[config.mk]
export PLATFORM = sky130hd
export DESIGN_NAME = mult_seq_ctrl_flat
export DESIGN_NICKNAME = d
export VERILOG_FILES = /design/src/rtl/mult_seq_ctrl_if.sv /design/src/rtl/mult_seq_ctrl.sv /design/src/flat_wrapper.sv
export SDC_FILE = /design/constraint.sdc
export NUM_CORES = 1
export LEC_CHECK = 0
export CAP_MARGIN = 20
export CORE_UTILIZATION = 45
export DETAILED_ROUTE_END_ITERATION = 7
export PLACE_DENSITY = 0.69
export RECOVER_POWER = 50
export SETUP_SLACK_MARGIN = 0.05
export SYNTH_ARGS = -nofsm -noshare
export SYNTH_HDL_FRONTEND = slang
export SYNTH_SLANG_ARGS = --single-unit
[constraint.sdc]
create_clock -name CLK -period 6.8 [get_ports CLK]
set_input_delay 0.68 -clock CLK [delete_from_list [all_inputs] [get_ports CLK]]
set_output_delay 0.68 -clock CLK [all_outputs]
set_load 0.05 [all_outputs]
[src/rtl/mult_seq_ctrl_if.sv]
// Operand/result bundle for the sequential multiplier: the requester drives START,
// SIGNED, A and B; the multiplier returns BUSY, DONE and the HI/LO product halves.
interface mult_seq_ctrl_if #(
    parameter int WIDTH = 32
);
    logic             START;
    logic             SIGNED;
    logic [WIDTH-1:0] A;
    logic [WIDTH-1:0] B;
    logic             BUSY;
    logic             DONE;
    logic [WIDTH-1:0] HI;
    logic [WIDTH-1:0] LO;

    modport master (
        output START, SIGNED, A, B,
        input  BUSY, DONE, HI, LO
    );

    modport slave (
        input  START, SIGNED, A, B,
        output BUSY, DONE, HI, LO
    );
endinterface

[src/rtl/mult_seq_ctrl.sv]
// Iterative radix-2 shift-add multiplier: one add/shift step per clock into a 2*WIDTH product.
// Optional feature macro MULT_SIGNED_EN: signed operands via magnitudes plus a final FIX negation.
module mult_seq_ctrl #(
    parameter int WIDTH = 32,
    parameter int CNT_W = 6
) (
    input  logic               CLK,
    input  logic               RST,
    mult_seq_ctrl_if.slave     bus
);

    localparam int PW = 2 * WIDTH;
    localparam logic [CNT_W-1:0] LAST_STEP = CNT_W'(WIDTH - 1);

    typedef enum logic [1:0] {
        S_IDLE,
        S_RUN,
        S_FIX,
        S_DONE
    } state_t;

    state_t           state_q, state_d;
    logic [PW-1:0]    p_q, p_d;
    logic [WIDTH-1:0] m_q, m_d;
    logic [CNT_W-1:0] cnt_q, cnt_d;
    logic [WIDTH-1:0] hi_q, hi_d;
    logic [WIDTH-1:0] lo_q, lo_d;
    logic [WIDTH:0]   add_sum;

    logic [WIDTH-1:0] a_mag;
    logic [WIDTH-1:0] b_mag;

`ifdef MULT_SIGNED_EN
    logic sign_q, sign_d;
    logic sign_in;

    // Signed ops run on magnitudes; the most negative value maps to 2^(WIDTH-1) unsigned.
    always_comb begin
        a_mag   = (bus.SIGNED && bus.A[WIDTH-1]) ? (~bus.A + WIDTH'(1)) : bus.A;
        b_mag   = (bus.SIGNED && bus.B[WIDTH-1]) ? (~bus.B + WIDTH'(1)) : bus.B;
        sign_in = bus.SIGNED & (bus.A[WIDTH-1] ^ bus.B[WIDTH-1]);
    end
`else
    logic unused_signed;

    assign a_mag         = bus.A;
    assign b_mag         = bus.B;
    assign unused_signed = bus.SIGNED;
`endif

    // NOTE: state registers use non-blocking assignments so every flop samples the
    // pre-edge value of every other flop, regardless of statement order.
    always_ff @(posedge CLK or posedge RST) begin
        if (RST) begin
            state_q <= S_IDLE;
            p_q     <= '0;
            m_q     <= '0;
            cnt_q   <= '0;
            hi_q    <= '0;
            lo_q    <= '0;
`ifdef MULT_SIGNED_EN
            sign_q  <= 1'b0;
`endif
        end else begin
            state_q <= state_d;
            p_q     <= p_d;
            m_q     <= m_d;
            cnt_q   <= cnt_d;
            hi_q    <= hi_d;
            lo_q    <= lo_d;
`ifdef MULT_SIGNED_EN
            sign_q  <= sign_d;
`endif
        end
    end

    // NOTE: every signal driven here gets a hold/default value first, so no path
    // through the case statement can leave one unassigned and infer a latch.
    always_comb begin
        state_d = state_q;
        p_d     = p_q;
        m_d     = m_q;
        cnt_d   = cnt_q;
        hi_d    = hi_q;
        lo_d    = lo_q;
        add_sum = {1'b0, p_q[PW-1:WIDTH]} + {1'b0, m_q};
`ifdef MULT_SIGNED_EN
        sign_d  = sign_q;
`endif

        case (state_q)
            // DONE accepts a new request exactly like IDLE so operations can run back-to-back.
            S_IDLE, S_DONE: begin
                if (bus.START) begin
                    p_d     = {{WIDTH{1'b0}}, b_mag};
                    m_d     = a_mag;
                    cnt_d   = '0;
                    state_d = S_RUN;
`ifdef MULT_SIGNED_EN
                    sign_d  = sign_in;
`endif
                end else begin
                    state_d = S_IDLE;
                end
            end

            S_RUN: begin
                if (p_q[0]) begin
                    p_d = {add_sum, p_q[WIDTH-1:1]};
                end else begin
                    p_d = {1'b0, p_q[PW-1:1]};
                end
                cnt_d = cnt_q + CNT_W'(1);
                if (cnt_q == LAST_STEP) begin
`ifdef MULT_SIGNED_EN
                    state_d = S_FIX;
`else
                    state_d = S_DONE;
`endif
                end
            end

`ifdef MULT_SIGNED_EN
            S_FIX: begin
                if (sign_q) begin
                    p_d = ~p_q + PW'(1);
                end
                state_d = S_DONE;
            end
`endif

            default: begin
                state_d = S_IDLE;
            end
        endcase

        // Result halves are captured only on the transition into DONE and hold afterwards.
        if (state_d == S_DONE && state_q != S_DONE) begin
            hi_d = p_d[PW-1:WIDTH];
            lo_d = p_d[WIDTH-1:0];
        end
    end

    assign bus.BUSY = (state_q == S_RUN) || (state_q == S_FIX);
    assign bus.DONE = (state_q == S_DONE);
    assign bus.HI   = hi_q;
    assign bus.LO   = lo_q;

endmodule

[src/flat_wrapper.sv]
// flat-port wrapper written by rule: the top's interface ports become plain ports
module mult_seq_ctrl_flat 
#(
    parameter int WIDTH = 32,
    parameter int CNT_W = 6
)
  (CLK, RST, bus_START, bus_SIGNED, bus_A, bus_B, bus_BUSY, bus_DONE, bus_HI, bus_LO);
  mult_seq_ctrl_if #(.WIDTH(WIDTH)) bus_i ();
  input  logic CLK;
  input  logic RST;
  input wire logic [$bits(bus_i.START)-1:0] bus_START;
  input wire logic [$bits(bus_i.SIGNED)-1:0] bus_SIGNED;
  input wire logic [$bits(bus_i.A)-1:0] bus_A;
  input wire logic [$bits(bus_i.B)-1:0] bus_B;
  output wire logic [$bits(bus_i.BUSY)-1:0] bus_BUSY;
  output wire logic [$bits(bus_i.DONE)-1:0] bus_DONE;
  output wire logic [$bits(bus_i.HI)-1:0] bus_HI;
  output wire logic [$bits(bus_i.LO)-1:0] bus_LO;
  assign bus_i.START = bus_START;
  assign bus_i.SIGNED = bus_SIGNED;
  assign bus_i.A = bus_A;
  assign bus_i.B = bus_B;
  assign bus_BUSY = bus_i.BUSY;
  assign bus_DONE = bus_i.DONE;
  assign bus_HI = bus_i.HI;
  assign bus_LO = bus_i.LO;
  mult_seq_ctrl #(.WIDTH(WIDTH), .CNT_W(CNT_W)) u_core (.CLK(CLK), .RST(RST), .bus(bus_i));
endmodule
Yosys cells after proc, flatten, opt, wreduce, memory -nomap -nowiden
Cells that the tools add are included.
Cells by class
  $add $sub $neg: 2
  equal/unequal tests: 7
  mux-type cells: 8
  reductions and logical operators: 7
Operators with widths (count)
  64-bit 2-to-1 mux: 2
  64-bit one-hot mux with 2 select lines: 1
  32-bit by 32-bit adder with 33-bit output: 1
  6-bit one-hot mux with 2 select lines: 1
  6-bit by 1-bit adder with 6-bit output, second input constant: 1
  2-bit == test, second input constant: 3
  6-bit by 5-bit == test with 1-bit output, second input constant: 1
  6-bit 2-to-1 mux: 1
  2-bit inequality test, second input constant: 2
  2-bit one-hot mux with 2 select lines: 1
  2-bit AND reduction: 2
  2-bit by 1-bit == test with 1-bit output, second input constant: 1
  2-bit zero test: 1
  2-bit 2-to-1 mux: 1
  2-bit nonzero test: 1
  2-bit OR reduction: 1
  1-bit logical AND: 1
  1-bit logical OR: 1
  1-bit 2-to-1 mux: 1
Storage, ports and cells
  bits in registers: 168
  bits of input ports: 68

Longest topological paths before layout
Gate-level depths: netlist (run 1).
  depth in word-level cells: 5
  depth in mapped cells: 12

Least setup slack after synthesis (run 1)
No wires, ideal clock.
  path kind: register to register
  start point: register u_core.p_q[32]
  end point: register u_core.hi_q[27] (netlist: u_core.bus.HI[27])
  library setup time: 0.133 ns
  data arrival time: 2.360 ns
  setup slack: 4.307 ns
  cell stages (with the launch flop): 12
  buffers on the path: 0
  clock period less this slack: 2.493 ns
  cells stage by stage: dfrtp_1 ha_1 inv_1 fa_1 nand2b_1 a21o_1 a21o_1 o211ai_1 a41oi_2 xnor2_1 a221oi_1 o21ai_0
On the way
  longest elaborated chain between the ends: 3
RTL lines
  from (decl): RTL line mult_seq_ctrl.sv:23  | logic [PW-1:0] p_q, p_d;
  from (signal assigned): RTL line mult_seq_ctrl.sv:66  | p_q <= p_d;
  32-bit by 32-bit adder with 33-bit output: RTL line mult_seq_ctrl.sv:86  | add_sum = {1'b0, p_q[PW-1:WIDTH]} + {1'b0, m_q};
  64-bit 2-to-1 mux: RTL line mult_seq_ctrl.sv:108  | if (p_q[0]) begin
  64-bit one-hot mux with 2 select lines: RTL line mult_seq_ctrl.sv:91  | case (state_q)
  to (signal assigned): RTL line mult_seq_ctrl.sv:69  | hi_q <= hi_d;
  to (decl): RTL line mult_seq_ctrl.sv:26  | logic [WIDTH-1:0] hi_q, hi_d;
No other way between the ends.
A chain may end at the register's enable or synchronous reset.

==> flow_summary.ini, run 1 <==
[routing]
ant_nets = 0
finalWirelength_um = 21700
vias_per_cell = 5.66
drt_iter0_markers = 369
drc = 0
routed-via-count = 6956
drt_pass1_iterations = 5
wl_per_cell_um = 17.6

[clock_network]
insertion_delay_ns = 0.43
post_cts_resized = 0
clkSlewWorstSetupHoldPaths_ns = 0.07
h-tree-depth = 4
cts_buffers = 17
root_buffer = clkbuf_16
cts_setup_buffers = 0
clkSinkCount = 168
cts_tree = yes
clock_path_buffers = 2
cts_hold_buf = 0

[final_layout]
nets = 1088
n_antenna_cell = 0
finalCoreUtilization_pct = 57.3
layout_commonest_cell = dfrtp_1
layout_common_cells = 168 x dfrtp_1, 143 x nand2_1, 74 x nor2_1, 67 x clkdlybuf4s50_1, 65 x dlygate4sd3_1
fillCellCount = 1669
syn_to_final_growth_pct = 24.5
drive_above_1_share_pct = 10.6
final_cell_area_mm2 = 0.0108

[critical_path]
critical_path_arrival_ns = 4.68
worst_ep_required_time_ns = 7.24
cp-start-kind = input port
path_class = in -> async
crit_fanout = 96
cp-end-kind = async pin

[global_routing]
grt_usage_pct = 22.7
grt_overflow_total = 0
grt_pass1_wl_um = 35200
antenna_found_initial = 0
grt_pass1_vias = 6781
grt_max_degree = 97

[floorplan]
die-area_mm2 = 0.0198
start_util_pct = 46.0
fp.dieW_um = 141
num_rows = 50
die_h_um = 141
coreArea_mm2 = 0.0188
ioPinCount = 134

[min_path]
hold_class = reg -> reg

[outcome]
status = finished, violations left
violations = max-capacitance violations, max-slew violations

[logic_synthesis]
syn_area_per_cell_um2 = 9.97
synth_top_flop_cell = dfrtp_1
netlist_area_mm2 = 0.00864
synth_seq_cells = 168
synthCells = 867
synth-seq-area-share_pct = 48.6
ys_types = 63
yosys_warnings = 0
synthArstFlopShare_pct = 100
synth-edff-count = 0
synth_nets = 973

[timing]
worst_pin_slew_ns = 4.21
min_period_ns = 4.24
rsz0062_at_grt = no
finalSetupViolCount = 0
max_freq_ghz = 0.236
skew_ns = 0.00665
slew_viol_final = 133
period_share_pct = 62.4
hold_viol = 0
fin_tns_setup_ns = 0
slew_headroom_pct = -182
holdWs_ns = 0.469

[placed_design]
place_congestion = 0.877
port_buffers = 132
dp_hpwl_um = 14500
dpl-instance-area_mm2 = 0.0101

[job]
maxCapViolCount = 2
==> registers in the layout (all words and copies together), names as in the netlist <==
| register | cells |
|---|---|
| u_core.bus.LO | 32 |
| u_core.m_q | 32 |
| u_core.p_q | 64 |
| u_core.cnt_q | 6 |
| u_core.state_q | 2 |
| u_core.bus.HI | 32 |
==> cells in the mapped netlist, types with 4 or more instances <==
library cell | n | share of area, %
nor3_1 | 7 | 0.41
o211ai_1 | 4 | 0.35
a31oi_1 | 47 | 3.4
xor2_1 | 7 | 0.71
a22o_1 | 4 | 0.41
nand4_1 | 7 | 0.51
a32oi_1 | 5 | 0.51
nand2_1 | 143 | 6.2
ha_1 | 37 | 5.4
o21ai_0 | 29 | 1.7
nand2b_1 | 11 | 0.80
clkbuf_1 | 25 | 1.1
nor2_1 | 74 | 3.2
dfrtp_1 | 168 | 49
or3_1 | 4 | 0.29
and3_1 | 4 | 0.29
a22oi_1 | 40 | 3.5
o21ai_1 | 20 | 1.2
buf_2 | 11 | 0.64
mux2_2 | 48 | 6.3
o21a_1 | 5 | 0.43
a21o_1 | 11 | 0.96
inv_1 | 12 | 0.52
o21bai_1 | 5 | 0.43
mux2i_1 | 15 | 1.7
a21oi_1 | 44 | 2.5
nor2b_1 | 7 | 0.51
buf_1 | 5 | 0.22
and2_1 | 6 | 0.43
xnor2_1 | 11 | 1.1
nand3_1 | 6 | 0.35
==> through the flow <==
step	instances	worst slack, ns
finish	1229	2.56
global route	1229	1.81
CTS	1229	3.74
detailed placement	1197	3.50
global placement	1197	3.56
floorplan	867	1.57
==> worst max-delay path, stage by stage <==
cell and delay [ns]:
dlygate4sd3_1 0.54, clkinvlp_2 2.37, buf_4 1.02
==> layer usage <==
layer  up-vias  track usage (%)  part of all wire, %
met3        26             4.18                  3.7
li1       3373                -                    -
met2       151             37.4                   48
met4         0             7.21                  1.8
met1      3406             30.5                   47
met5         -                0                    0
==> final cells by class <==
cell class	instances	area [um2]	area share, %
clock buffer	18	439	4.08
clock inverter	14	184	1.71
inverter	12	46.3	0.430
multi-input combinational	643	4220	39.2
sequential	168	4200	39.1
tap	234	293	2.72
timing repair buffer	140	1380	12.8
==> kinds of logic (layout without fill, tap and decap cells) <==
| family | count (synthesis) | count (layout) | synth area share, % |
|---|---|---|---|
| AND/OR/NAND/NOR | 285 | 285 | 14.5 |
| AO/OA/AOI/OAI | 236 | 236 | 18.3 |
| flip-flops | 168 | 168 | 48.6 |
| multiplexers | 66 | 66 | 8.43 |
| buffers and inverters | 56 | 184 | 2.72 |
| adder cells (fa/ha/maj) | 38 | 38 | 5.59 |
| XOR/XNOR | 18 | 18 | 1.82 |
==> final timing paths <==
kind	startpoint	to	slack [ns]	cells past startpoint
min in group asynchronous	RST	u_core.bus.LO[5]$_DFFE_PP0P_	1.98	2
worst max-delay path	RST	u_core.p_q[40]$_DFF_PP0_	2.56	3
worst max register to register	u_core.state_q[0]$_DFF_PP0_	u_core.bus.LO[31]$_DFFE_PP0P_	2.99	10
worst min-delay path	u_core.bus.HI[1]$_DFFE_PP0P_	u_core.bus.HI[1]$_DFFE_PP0P_	0.47	2
max in group CLK	u_core.state_q[0]$_DFF_PP0_	u_core.bus.LO[31]$_DFFE_PP0P_	2.99	10
worst min register to register	u_core.bus.HI[1]$_DFFE_PP0P_	u_core.bus.HI[1]$_DFFE_PP0P_	0.47	2
Power of run 1 is not shown: default switching activity piles up to over one toggle a cycle in this logic, so the estimate is an artifact.
==> run 2: changes to the inputs <==
Clock period 6.8 ns to 4.3 ns, I/O delays scaled along.
==> flow_summary.ini, run 2 (synthesis results as in run 1) <==
[outcome]
status = finished, violations left
violations = max-capacitance violations, max-slew violations

[min_path]
holdPathEnd = u_core.bus.HI[27]$_DFFE_PP0P_
hold_class = reg -> reg
whs_path_depth = 2
worstHoldStart = u_core.bus.HI[27]$_DFFE_PP0P_

[timing]
period_share_pct = 68.6
finalSetupViolCount = 0
max_freq_ghz = 0.339
rsz0062_at_grt = no
slew_headroom_pct = -18.9
skew_ns = 0.00955
fin_tns_setup_ns = 0
slew_viol_final = 35
hold_viol = 0
worst_pin_slew_ns = 1.78
min_period_ns = 2.95

[clock_network]
clkSinkCount = 168
h-tree-depth = 4
cts_tree = yes
cts_setup_buffers = 0
cts_hold_buf = 0
clkSlewWorstSetupHoldPaths_ns = 0.07
post_cts_resized = 0
cts_buffers = 17
root_buffer = clkbuf_16
clock_path_buffers = 2
insertion_delay_ns = 0.43

[critical_path]
critical_path_arrival_ns = 3.15
path_class = in -> async
cp-end-kind = async pin
rrSetupSlack_ns = 1.35
crit_fanout = 34
cp-start-kind = input port
slowest_delay_ns = 1.35
r2r-end = u_core.bus.HI[23]$_DFFE_PP0P_
timing.rr.start = u_core.p_q[32]$_DFF_PP0_
worst_ep_required_time_ns = 4.51
crit_family = buffers and inverters
r2r_cells = 11
crit_chain = dlygate4sd3_1, clkinvlp_2, clkbuf_1
critPathBufInv = 3
slowest_stage = clkbuf_1

[routing]
routed-via-count = 6884
ant_nets = 0
vias_per_cell = 5.58
drt_iter0_markers = 386
drt_pass1_iterations = 5
drc = 0
finalWirelength_um = 21700
wl_per_cell_um = 17.6

[global_routing]
grt_usage_pct = 23.1
grt_pass1_vias = 6883
grt_overflow_total = 0
antenna_found_initial = 0
grt_max_degree = 72
grt_pass1_wl_um = 35800

[final_layout]
layout_commonest_cell = dfrtp_1
n_antenna_cell = 0
largest_reg_flops = 64
syn_to_final_growth_pct = 24.3
nets = 1092
drive_above_1_share_pct = 10.9
ff_latch_area_mm2 = 0.00420
fillCellCount = 1672
multiInputGateArea_mm2 = 0.00422
layout_common_cells = 168 x dfrtp_1, 143 x nand2_1, 131 x clkdlybuf4s50_1, 74 x nor2_1, 48 x mux2_2
largest_register = u_core.p_q

[floorplan]
die-area_mm2 = 0.0198
start_util_pct = 46.0
num_rows = 50
die_h_um = 141
fp.dieW_um = 141
ioPinCount = 134
coreArea_mm2 = 0.0188

[placed_design]
place_congestion = 0.903
dp_hpwl_um = 14600
port_buffers = 132

[job]
maxCapViolCount = 1
run 2: cell type report:
cell class	instances	share of cell area, %
well taps	234	2.73
clock inverters	14	1.30
repair buffers	144	13.1
inverters	12	0.431
clock buffers	18	4.09
multi-input cells	643	39.3
flip-flops and latches	168	39.1
run 2: worst register-to-register path: cells and delay by family (launching register included):
kind                       cells  cell delay, ns
and+or+nand+nor                2            0.53
buffers and inverters          1            0.06
adders and majority gates      2            0.57
DFF                            1            0.37
muxes                          1            0.28
AOI/OAI and AO/OA              5            1.02
run 2: worst max-delay path by stage:
stage,start,endpoint,slack (ns),cells after the start
final,RST,u_core.p_q[21]$_DFF_PP0_,1.35,3
after detailed placement,u_core.p_q[32]$_DFF_PP0_,u_core.bus.HI[23]$_DFFE_PP0P_,1.43,11
after CTS,u_core.p_q[32]$_DFF_PP0_,u_core.bus.HI[23]$_DFFE_PP0P_,1.39,11
after global routing,RST,u_core.bus.LO[20]$_DFFE_PP0P_,0.73,3
after floorplan,RST,u_core.bus.HI[0]$_DFFE_PP0P_,1.73,1
after global placement,u_core.p_q[32]$_DFF_PP0_,u_core.bus.HI[23]$_DFFE_PP0P_,1.47,11
run 2: metrics by stage:
step	hold slack, ns	instances	utilization (%)	setup WS, ns	cell area, um2
floorplan	0.458	867	-	1.73	8650
global placement	0.462	1201	54.3	1.47	10200
detailed placement	0.473	1201	54.3	1.43	10200
CTS	0.485	1233	57.4	1.39	10800
global route	0.522	1233	57.2	0.726	10700
finish	0.484	1233	57.2	1.35	10700
run 2: per-layer routing:
| metal | wire (um) | GRT usage [%] | part of all wire, % |
|---|---|---|---|
| met3 | 715 | 4.04 | 3.3 |
| met2 | 10400 | 38.7 | 48 |
| met4 | 290 | 5.43 | 1.3 |
| met1 | 10300 | 31.2 | 47 |
| met5 | 0 | 0 | 0 |
Power of run 2 is left out for the same reason.
